### src/rtl/fpaddsub_share_ctrl_pkg.sv
// Shared definitions for the FP add/sub sharing controller.
// Flag bit positions and op encodings match the FP add/sub datapath.
package fpaddsub_share_ctrl_pkg;

   localparam int DWIDTH = 16;
   localparam int FLAGW  = 5;

   localparam int FLAG_OVF = 4;
   localparam int FLAG_UNF = 3;
   localparam int FLAG_DBZ = 2;
   localparam int FLAG_INV = 1;
   localparam int FLAG_INX = 0;

   typedef enum logic {
      OP_ADD = 1'b0,
      OP_SUB = 1'b1
   } fp_op_e;

endpackage

### src/rtl/fpaddsub_share_ctrl_rr_arbiter.sv
// Round-robin arbiter: searches valid from ptr upward,
// wrapping to 0, and grants the first set bit.
module rr_arbiter #(
   parameter int N  = 4,
   parameter int TW = $clog2(N)
) (
   input  logic [N-1:0]  valid,
   input  logic [TW-1:0] ptr,
   output logic [N-1:0]  grant,
   output logic [TW-1:0] gidx,
   output logic          gnt_any
);

   // first valid requester at or after ptr wins
   always_comb begin
      int j;
      j       = 0;
      grant   = '0;
      gidx    = '0;
      gnt_any = 1'b0;
      for (int o = 0; o < N; o++) begin
         j = int'(ptr) + o;
         if (j >= N) j = j - N;
         if (!gnt_any && valid[j]) begin
            grant[j] = 1'b1;
            gidx     = TW'(j);
            gnt_any  = 1'b1;
         end
      end
   end

endmodule

### src/rtl/fpaddsub_share_ctrl.sv
// Shares one pipelined FP add/sub unit among NREQ requesters,
// tracking owners down a tag pipe and keeping sticky flags.
module fpaddsub_share_ctrl
   import fpaddsub_share_ctrl_pkg::*;
#(
   parameter  int NREQ = 4,
   parameter  int LAT  = 4,
   parameter  int DW   = DWIDTH,
   localparam int TAGW = $clog2(NREQ)
) (
   input  logic                  clk,
   input  logic                  rst_n,
   input  logic [NREQ-1:0]       req_valid,
   output logic [NREQ-1:0]       req_ready,
   input  logic [NREQ*DW-1:0]    req_a,
   input  logic [NREQ*DW-1:0]    req_b,
   input  logic [NREQ-1:0]       req_op,
   output logic                  fp_valid,
   output logic [DW-1:0]         fp_a,
   output logic [DW-1:0]         fp_b,
   output logic                  fp_op,
   input  logic [DW-1:0]         fp_result,
   input  logic [FLAGW-1:0]      fp_flags,
   output logic [NREQ-1:0]       rsp_valid,
   output logic [DW-1:0]         rsp_data,
   output logic [FLAGW-1:0]      rsp_flags,
   output logic [NREQ*FLAGW-1:0] sticky_flags,
   input  logic [NREQ-1:0]       flag_clr,
   output logic [TAGW+1:0]       in_flight
);

   typedef struct packed {
      logic            v;
      logic [TAGW-1:0] t;
   } tstage_t;

   logic [TAGW-1:0] ptr;
   logic [TAGW-1:0] gidx;
   logic [NREQ-1:0] gnt;
   logic            gnt_any;
   logic [TAGW-1:0] fp_tag;
   tstage_t         tp [1:LAT];
   logic            ret;
   logic [TAGW-1:0] rtag;
   logic            rsp_any;

   rr_arbiter #(
      .N  (NREQ),
      .TW (TAGW)
   ) u_arb (
      .valid   (req_valid),
      .ptr     (ptr),
      .grant   (gnt),
      .gidx    (gidx),
      .gnt_any (gnt_any)
   );

   assign req_ready = gnt;
   assign ret       = tp[LAT].v;
   assign rtag      = tp[LAT].t;
   assign rsp_any   = |rsp_valid;

   // issue registers and round-robin pointer
   always_ff @(posedge clk or negedge rst_n) begin
      if (!rst_n) begin
         ptr      <= '0;
         fp_valid <= 1'b0;
         fp_a     <= '0;
         fp_b     <= '0;
         fp_op    <= OP_ADD;
         fp_tag   <= '0;
      end else begin
         fp_valid <= gnt_any;
         if (gnt_any) begin
            fp_a   <= req_a[int'(gidx)*DW +: DW];
            fp_b   <= req_b[int'(gidx)*DW +: DW];
            fp_op  <= req_op[gidx];
            fp_tag <= gidx;
            ptr    <= (gidx == TAGW'(NREQ-1)) ? '0 : gidx + 1'b1;
         end
      end
   end

   // owner tag shadows the unit pipeline, aligned with fp_result
   always_ff @(posedge clk or negedge rst_n) begin
      if (!rst_n) begin
         for (int k = 1; k <= LAT; k++) tp[k] <= '0;
      end else begin
         tp[1] <= '{v: fp_valid, t: fp_tag};
         for (int k = 2; k <= LAT; k++) tp[k] <= tp[k-1];
      end
   end

   // route returning result to its owner
   always_ff @(posedge clk or negedge rst_n) begin
      if (!rst_n) begin
         rsp_valid <= '0;
         rsp_data  <= '0;
         rsp_flags <= '0;
      end else begin
         rsp_valid <= ret ? (NREQ'(1) << rtag) : '0;
         if (ret) begin
            rsp_data  <= fp_result;
            rsp_flags <= fp_flags;
         end
      end
   end

   // sticky flags: clear drops old bits, a coincident return keeps new bits
   always_ff @(posedge clk or negedge rst_n) begin
      if (!rst_n) begin
         sticky_flags <= '0;
      end else begin
         for (int k = 0; k < NREQ; k++) begin
            if (ret && rtag == TAGW'(k))
               sticky_flags[k*FLAGW +: FLAGW] <=
                  (flag_clr[k] ? '0 : sticky_flags[k*FLAGW +: FLAGW])
                  | fp_flags;
            else if (flag_clr[k])
               sticky_flags[k*FLAGW +: FLAGW] <= '0;
         end
      end
   end

   // ops granted but not yet delivered
   always_ff @(posedge clk or negedge rst_n) begin
      if (!rst_n) begin
         in_flight <= '0;
      end else begin
         unique case ({gnt_any, rsp_any})
            2'b10:   in_flight <= in_flight + 1'b1;
            2'b01:   in_flight <= in_flight - 1'b1;
            default: in_flight <= in_flight;
         endcase
      end
   end

endmodule

### config.mk
export PLATFORM = sky130hd
export DESIGN_NAME = fpaddsub_share_ctrl
export DESIGN_NICKNAME = d
export VERILOG_FILES = /design/src/rtl/fpaddsub_share_ctrl_pkg.sv /design/src/rtl/fpaddsub_share_ctrl_rr_arbiter.sv /design/src/rtl/fpaddsub_share_ctrl.sv
export SDC_FILE = /design/constraint.sdc
export NUM_CORES = 1
export LEC_CHECK = 0
export BUFFER_PORTS_ARGS = -buffer_cell sky130_fd_sc_hd__buf_2
export CAP_MARGIN = 20
export CORE_MARGIN = 3
export CORE_UTILIZATION = 36
export CTS_CLUSTER_SIZE = 24
export DETAILED_ROUTE_END_ITERATION = 7
export PLACE_DENSITY_LB_ADDON = 0.05
export SETUP_SLACK_MARGIN = 0.02
export SLEW_MARGIN = 20
export SYNTH_ARGS = -nofsm -noshare
export SYNTH_HDL_FRONTEND = slang
export SYNTH_SLANG_ARGS = --single-unit
### constraint.sdc
create_clock -name clk -period 2.8 [get_ports clk]
set_input_delay 0.56 -clock clk [delete_from_list [all_inputs] [get_ports clk]]
set_output_delay 0.56 -clock clk [all_outputs]
set_load 0.1 [all_outputs]
### Yosys cells after proc, flatten, opt, wreduce, memory -nomap -nowiden

Cells that the tools add are included.
W data, S select, Z words.

* RAM bits: 0
* bits in read-only memories: 0
* memories: 0
* flip-flop bits (word level): 99
* latch bits: 0
* logic and storage cells: 124

* order comparisons: 13
* reductions and logical operators: 17
* equal/unequal tests: 6
* divide/modulo/power cells: 0
* $add $sub $neg: 10
* multiply operators: 0
* muxes and demuxes: 49
* bitwise logic cells: 7
* shifts and indexed selects: 3

Operators with widths (number)
* $ge A32 B1 Y1 const B: 4
* $lt A32 B4 Y1 const B: 4
* $mux W32: 4
* $shiftx A64 B7 Y16: 2
* $ge A32 B4 Y1 const B: 3
* $sub A32 B4 Y32 const B: 3
* $mux W5: 8
* $mux W4: 5
* $or A5 B5 Y5: 4
* $mux W1: 17
* $or A4 B4 Y4: 3
* $logic_and A1 B1 Y1: 11
* $bmux W1 S2: 5
* $mux W2: 5
* $demux W1 S2: 4
* $eq A2 B2 Y1 const B: 4
* $pmux W4 S2: 1
* $add A2 B2 Y3 const B: 2
* $add A4 B1 Y4 const B: 1
* $eq A2 B1 Y1 const B: 2
* $reduce_or A4 Y1: 1
* $shl A1 B2 Y4 const A: 1
* $sub A2 B3 Y4 const B: 1
* $sub A4 B1 Y4 const B: 1
* other kinds (7): 9

### Logic depth before layout (Yosys ltp)

Gate-level depths: netlist of run 1.

* depth in word-level cells: 17
* mapped depth: 13
* mapped depth without buffers: 8

### Hierarchy

Synthesis of run 1 repeated with hierarchy kept, for this count alone.

* cells, all modules: 335
* area, all modules: 5002.3 µm²

By module, submodules not included
* fpaddsub_share_ctrl: cells each 287, seq. area each 2477.4 µm², times used 1, area an instance 4543.1 µm²
* rr_arbiter: cells each 48, seq. area each 0.0 µm², times used 1, area an instance 459.2 µm²

### Least setup slack after synthesis of run 1

OpenSTA, ideal clock, no wires.

* path type: reg2out
* start point: register ptr[0]
* end point: output port req_ready[0]
* cell stages (with the launch flop): 9
* slack: -1.994 ns
* buffers on the path: 2
* data arrival time: 4.234 ns
* cell sequence: dfrtp_1 > buf_4 > inv_1 > ha_1 > mux4_2 > nor2b_1 > buf_4 > a22oi_1 > o21ai_0

* longest elaborated chain between the ends: 15

Ends and longest elaborated chain
* start, declared: line fpaddsub_share_ctrl.sv:37 `logic [TAGW-1:0] ptr;`
* start signal, assigned: line fpaddsub_share_ctrl.sv:79 `ptr <= (gidx == TAGW'(NREQ-1)) ? '0 : gidx + 1'b1;`
* branches (longest 14 deep; another with $sub A32 B4 Y32)
* $mux W4 *: line fpaddsub_share_ctrl_rr_arbiter.sv:24 `if (!gnt_any && valid[j]) begin`
* end, declared: line fpaddsub_share_ctrl.sv:14 `output logic [NREQ-1:0] req_ready,`

Mark *: on every way between the ends. The select of a mux whose other input is x is not followed.

### Worst setup path in the final report of run 1

* start point: register ptr[1]
* end point: output port req_ready[0]

Same word-level chain as after synthesis.

==> results of run 1 <==
-- synth_stat cells (all sizes together), types with 16 or more instances --
master | count | area share
a211oi | 32 | 0.047
a221oi | 18 | 0.030
o221ai | 19 | 0.032
inv | 31 | 0.022
mux2i | 34 | 0.065
mux2 | 36 | 0.077
nor2 | 25 | 0.019
clkbuf | 16 | 0.011
nand2 | 32 | 0.023
and2 | 19 | 0.023
dfrtp | 99 | 0.47
-- repair_timing --
item | 4_1_cts | 5_1_grt
hold buffers | 0 | 0
resized for setup | 10 | 36
setup endpoints to repair | 4 | 36
setup buffers | 4 | 4
cloned | 0 | 4
pin swaps | 0 | 14
-- stage by stage --
stage                      util  setup TNS [ns]  instances  hold WS, ns  setup slack (ns)
final                     0.539          -0.645        937        0.224            -0.195
after global routing      0.539           -2.32        937        0.263            -0.287
after CTS                 0.517          -0.504        925        0.242            -0.140
after detailed placement  0.493               0        905        0.335            0.0351
after global placement    0.492          -0.469        904        0.334           -0.0319
after floorplan               -           -2.84        478        0.264            -0.328
-- final timing paths --
kind | start | endpoint | slack, ns | depth (start not counted)
max | ptr[1] | req_ready[0] | -0.20 | 8
max reg2reg | ptr[1] | fp_a[15] | -0.03 | 11
min | rst_n | rsp_data[7] | 0.22 | 1
max in group asynchronous | rst_n | rsp_data[13] | 1.86 | 2
min reg2reg | tp[6] | tp[3] | 0.35 | 0
min in group clk | tp[6] | tp[3] | 0.35 | 0
-- registers in the layout, indices dropped and copies added, names as in the netlist --
register      flops
fp_tag            2
sticky_flags     20
rsp_flags         5
rtag              2
rsp_data         16
fp_op             1
fp_a             16
ptr               2
tp                9
fp_b             16
ret               1
fp_valid          1
in_flight         4
rsp_valid         4
-- final cells by class --
class                           instances  area [sq um]
Multi-Input combinational cell        319          2780
Timing Repair Buffer                  288          1710
Clock buffer                           10           229
Antenna cell                            4          10.0
Clock inverter                          6          50.0
Sequential cell                        99          2480
Tap cell                              180           225
Fill cell                            1261          6500
Inverter                               31           119
-- per-layer routing --
layer	vias to the layer above	global-route usage	wire [microns]
li1	2318	-	-
met5	-	0	0
met3	26	0.0446	1150
met4	0	0.0770	410
met1	2357	0.250	6990
met2	191	0.341	8480
-- layout by cell type (no fill, tap or decap), drive strengths merged, types with 4 or more instances in the layout --
cell    count
o22ai      15
buf       286
a21boi     15
mux2       36
mux2i      34
a21oi       4
nor2       25
dfrtp      99
inv        33
o21ai      15
diode       4
a211oi     32
and2       20
o221ai     19
a22oi       9
nand2      32
mux4        4
clkbuf     12
a221oi     18
ha         10
-- logic make-up after synthesis --
| family | count (synthesis) | share of synthesized area |
|---|---|---|
| buffers and inverters | 61 | 0.0563 |
| flip-flops | 99 | 0.470 |
| multiplexers | 74 | 0.159 |
| AND/OR/NAND/NOR | 91 | 0.0846 |
| XOR/XNOR | 6 | 0.00998 |
| AO/OA/AOI/OAI | 137 | 0.196 |
| adder cells (fa/ha/maj) | 10 | 0.0238 |
==> results.json, run 1 <==
{
  "wire_per_inst_microns": 18.2,
  "insertion_delay_ns": 0.34,
  "vias_per_cell": 5.22,
  "maxCapViolCount": 0,
  "finalHoldViolations": 0,
  "initial_core_util": 0.374,
  "cp_top_family": "multiplexers",
  "cp_max_fo": 6,
  "die_area_sq_um": 16100,
  "syn_area_sq_um": 5270,
  "routed-via-count": 4892,
  "dpl.hpwl_microns": 12500,
  "syn_to_final_growth_pct": 44.2,
  "worst_setup_path_start_kind": "flop",
  "cts_tree": "built",
  "rsz0062_at_grt": "yes",
  "status": "complete, but fails checks",
  "drc_errors": 0,
  "fmax_mhz": 334,
  "synthCells": 478,
  "cts.sinks": 99,
  "coreArea_sq_um": 14100,
  "firstDrtPassIters": 4,
  "clk_pin_slew_worst_paths_ns": 0.07,
  "fin_crit_sh": 1.07,
  "synth_edf_count": 0,
  "grt_max_degree": 56,
  "crit_arrival_ns": 2.44,
  "synthArstFlopShare": 1.00,
  "numCtsBuffers": 9,
  "ys_warn_count": 0,
  "grt_pass1_wl_microns": 25900,
  "fin_crit_ns": 3.00,
  "cp_cell_sequence": "inv_2 > ha_4 > mux4_2 > buf_6 > nor3_4 > a22oi_1 > o21ai_4 > buf_12",
  "syn-num-nets": 651,
  "critPathMaxStageDelay_ns": 0.52,
  "required_ns": 2.24,
  "setup_viol": 6,
  "antenna_found_initial": 4,
  "post_dp_cell_area_sq_um": 6950,
  "grt_pass1_vias": 4993,
  "worst_pin_slew_ns": 0.773,
  "die_x_microns": 127,
  "ant_nets": 0,
  "hold_path.class": "input pin to async pin",
  "worst-path-buf-inv": 3,
  "ctsLongestPathBuffers": 2,
  "fin_worst_skew_ns": 0.00920,
  "ys.flop_type": "dfrtp_1",
  "gp_congestion": 0.826,
  "ys_seq_area_frac": 0.470,
  "ys_types": 47,
  "die_y_microns": 127,
  "grt.total_usage": 0.201,
  "grt_overflow_total": 0,
  "syn_avg_cell_area_sq_um": 11.0,
  "root_buffer": "clkbuf_16",
  "fin_area_sq_um": 7590,
  "drv_slew": 0,
  "drtIter0Drc": 274,
  "wirelength_microns": 17000,
  "htreeDepth": 3,
  "ys_ff_latch": 99,
  "fin_nets": 921,
  "violations": "setup timing",
  "cp-end-kind": "output pin",
  "drive_gt1_frac": 0.519,
  "slowest_stage": "mux4_2",
  "io_pins": 250,
  "rows": 43,
  "worstSetupPathType": "flop to output pin",
  "io_buffer_count": 249,
  "timing.slew.headroom": 0.484,
  "fin_ws_ns": -0.195
}
Power of run 1 is not shown: default switching activity piles up to over one toggle a cycle in this logic, so the estimate is an artifact.
==> run 2, diff against run 1 <==
--- a/config.mk
+++ b/config.mk
@@ -11,9 +11,11 @@
 export CORE_UTILIZATION = 36
 export CTS_CLUSTER_SIZE = 24
 export DETAILED_ROUTE_END_ITERATION = 7
-export PLACE_DENSITY_LB_ADDON = 0.05
+export PLACE_DENSITY_LB_ADDON = 0.15
 export SETUP_SLACK_MARGIN = 0.02
+export SKIP_CTS_REPAIR_TIMING = 1
 export SLEW_MARGIN = 20
 export SYNTH_ARGS = -nofsm -noshare
 export SYNTH_HDL_FRONTEND = slang
+export SYNTH_HIERARCHICAL = 1
 export SYNTH_SLANG_ARGS = --single-unit
==> results.json, run 2 <==
{
  "synth_area_leaders": "dfrtp_1 (50%), mux4_2 (14%), mux2_4 (8.4%), mux2_2 (5.9%), mux4_1 (3.7%)",
  "cts.sinks": 99,
  "dpl.hpwl_microns": 10400,
  "fmax_mhz": 334,
  "setup_viol": 38,
  "ctsLongestPathBuffers": 2,
  "antenna_found_initial": 3,
  "rows": 42,
  "coreArea_sq_um": 13400,
  "cp_top_family": "buffers and inverters",
  "wire_per_inst_microns": 17.0,
  "seq_area_sq_um": 2480,
  "grt_pass1_wl_microns": 19300,
  "wirelength_microns": 13500,
  "finalSetupTns_ns": -3.50,
  "synth.top_cells.by_count": "dfrtp_1 (99), inv_1 (30), mux4_2 (30)",
  "slowest_stage": "mux4_2",
  "regMostFlops": "sticky_flags",
  "timing.slew.headroom": 0.531,
  "worst_pin_slew_ns": 0.703,
  "regToRegSetupSlack_ns": -0.11,
  "synth_edf_count": 0,
  "ys_warn_count": 6,
  "routed-via-count": 3864,
  "cp_num_cells": 8,
  "regToRegEndpoint": "fp_a[6]",
  "synthArstFlopShare": 1.00,
  "htreeDepth": 3,
  "grt_max_degree": 54,
  "die_x_microns": 124,
  "cp_cell_sequence": "buf_6 > mux4_2 > buf_6 > nor4b_4 > buf_4 > a22oi_2 > o21ai_4 > buf_12",
  "clk_pin_slew_worst_paths_ns": 0.08,
  "numCtsBuffers": 9,
  "ys.flop_type": "dfrtp_1",
  "syn-num-nets": 510,
  "r2r_start": "ptr[0]",
  "gp_congestion": 0.782,
  "reg2reg_depth": 11,
  "mostFrequentLayoutCell": "buf_2",
  "rsz0062_at_grt": "yes",
  "maxCapViolCount": 0,
  "status": "complete, but fails checks",
  "critPathMaxStageDelay_ns": 0.52,
  "yosysTopAreaCell": "dfrtp_1",
  "worst_setup_path_start_kind": "flop",
  "synthMostInstantiatedCell": "dfrtp_1",
  "hold_path.class": "input pin to async pin",
  "ys_seq_area_frac": 0.495,
  "final_util": 0.543,
  "cpMostUsedCell": "buf_6",
  "fin_ws_ns": -0.195,
  "grt_pass1_vias": 3928,
  "fin_nets": 788,
  "cp-end-kind": "output pin",
  "worst-path-buf-inv": 4,
  "firstDrtPassIters": 4,
  "ys_types": 37,
  "vias_per_cell": 4.85,
  "fin_crit_ns": 3.00,
  "syn_area_sq_um": 5000,
  "syn_avg_cell_area_sq_um": 14.9,
  "drv_slew": 0,
  "insertion_delay_ns": 0.34,
  "die_y_microns": 124,
  "ys_ff_latch": 99,
  "worstSetupPathType": "flop to output pin",
  "dp_cells": 765,
  "grt.total_usage": 0.165,
  "violations": "setup timing",
  "stdcell_count": 796,
  "die_area_sq_um": 15300,
  "synthCells": 335,
  "cp-startpoint": "ptr[0]",
  "drive_gt1_frac": 0.680,
  "fin_crit_sh": 1.07,
  "cts_tree": "built",
  "drc_errors": 0,
  "io_pins": 250,
  "drtIter0Drc": 196,
  "required_ns": 2.24,
  "syn_to_final_growth_pct": 45.5,
  "ant_nets": 0,
  "finalHoldViolations": 0,
  "fillers": 1167,
  "multi_input_area_sq_um": 2410,
  "largest_reg_flops": 20,
  "fin_worst_skew_ns": 0.00694,
  "cp_max_fo": 5,
  "grt_overflow_total": 0,
  "synth_top_area_frac": 0.495,
  "initial_core_util": 0.373,
  "io_buffer_count": 249,
  "final_cell_mix": "buf_2 (244), dfrtp_1 (97), mux4_2 (35)",
  "root_buffer": "clkbuf_16",
  "crit_arrival_ns": 2.44
}
[run 2: changes by cell type after synthesis, sizes merged, moves of 4 or more]
cell	before	now
o22ai	15	20
nor2	25	8
nand2	32	8
a21boi	15	0
o221ai	19	1
a221oi	18	0
clkbuf	16	3
mux2	36	54
o21ai	15	11
and2	19	0
mux2i	34	2
mux4	4	37
a211oi	32	0
[run 2: worst max path at each step]
stage                         endpoint  slack [ns]
final                     req_ready[2]       -0.20
after global routing      req_ready[2]       -0.25
after CTS                 req_ready[2]       -0.49
after detailed placement       fp_a[7]       -0.22
after global placement        fp_b[11]       -0.18
after floorplan           in_flight[2]       -0.16
[run 2: cell type report]
type                       count  area share
tap                          176      0.0303
clock buffer                   9      0.0309
timing repair buffer         286       0.238
multi-input combinational    187       0.332
antenna                        2    0.000688
inverter                      30      0.0168
sequential                    99       0.341
clock inverter                 7      0.0112
[run 2: layer usage]
layer  GRT usage  part of all wire
met1       0.199              0.38
met4      0.0671            0.0079
met2       0.282              0.53
met5           0           0.00096
met3      0.0404             0.077
[run 2: cells by family (layout without fill, tap and decap cells)]
family	Yosys count	in the layout	synth area share
flops	99	99	0.495
mux	93	93	0.318
compound gates	46	46	0.0585
buf+inv	49	332	0.0533
simple gates	31	31	0.0358
other cells	0	2	0
fa+ha+maj	12	12	0.0300
xor+xnor	5	5	0.00875
[run 2: per-stage QoR]
step	hold WS (ns)	worst slack (ns)	instance area, sq um
after floorplan	0.264	-0.158	5170
after global placement	0.332	-0.175	6760
after detailed placement	0.335	-0.222	6760
after CTS	0.278	-0.489	7070
after global routing	0.310	-0.253	7280
final	0.254	-0.195	7280
Power of run 2 is left out for the same reason.
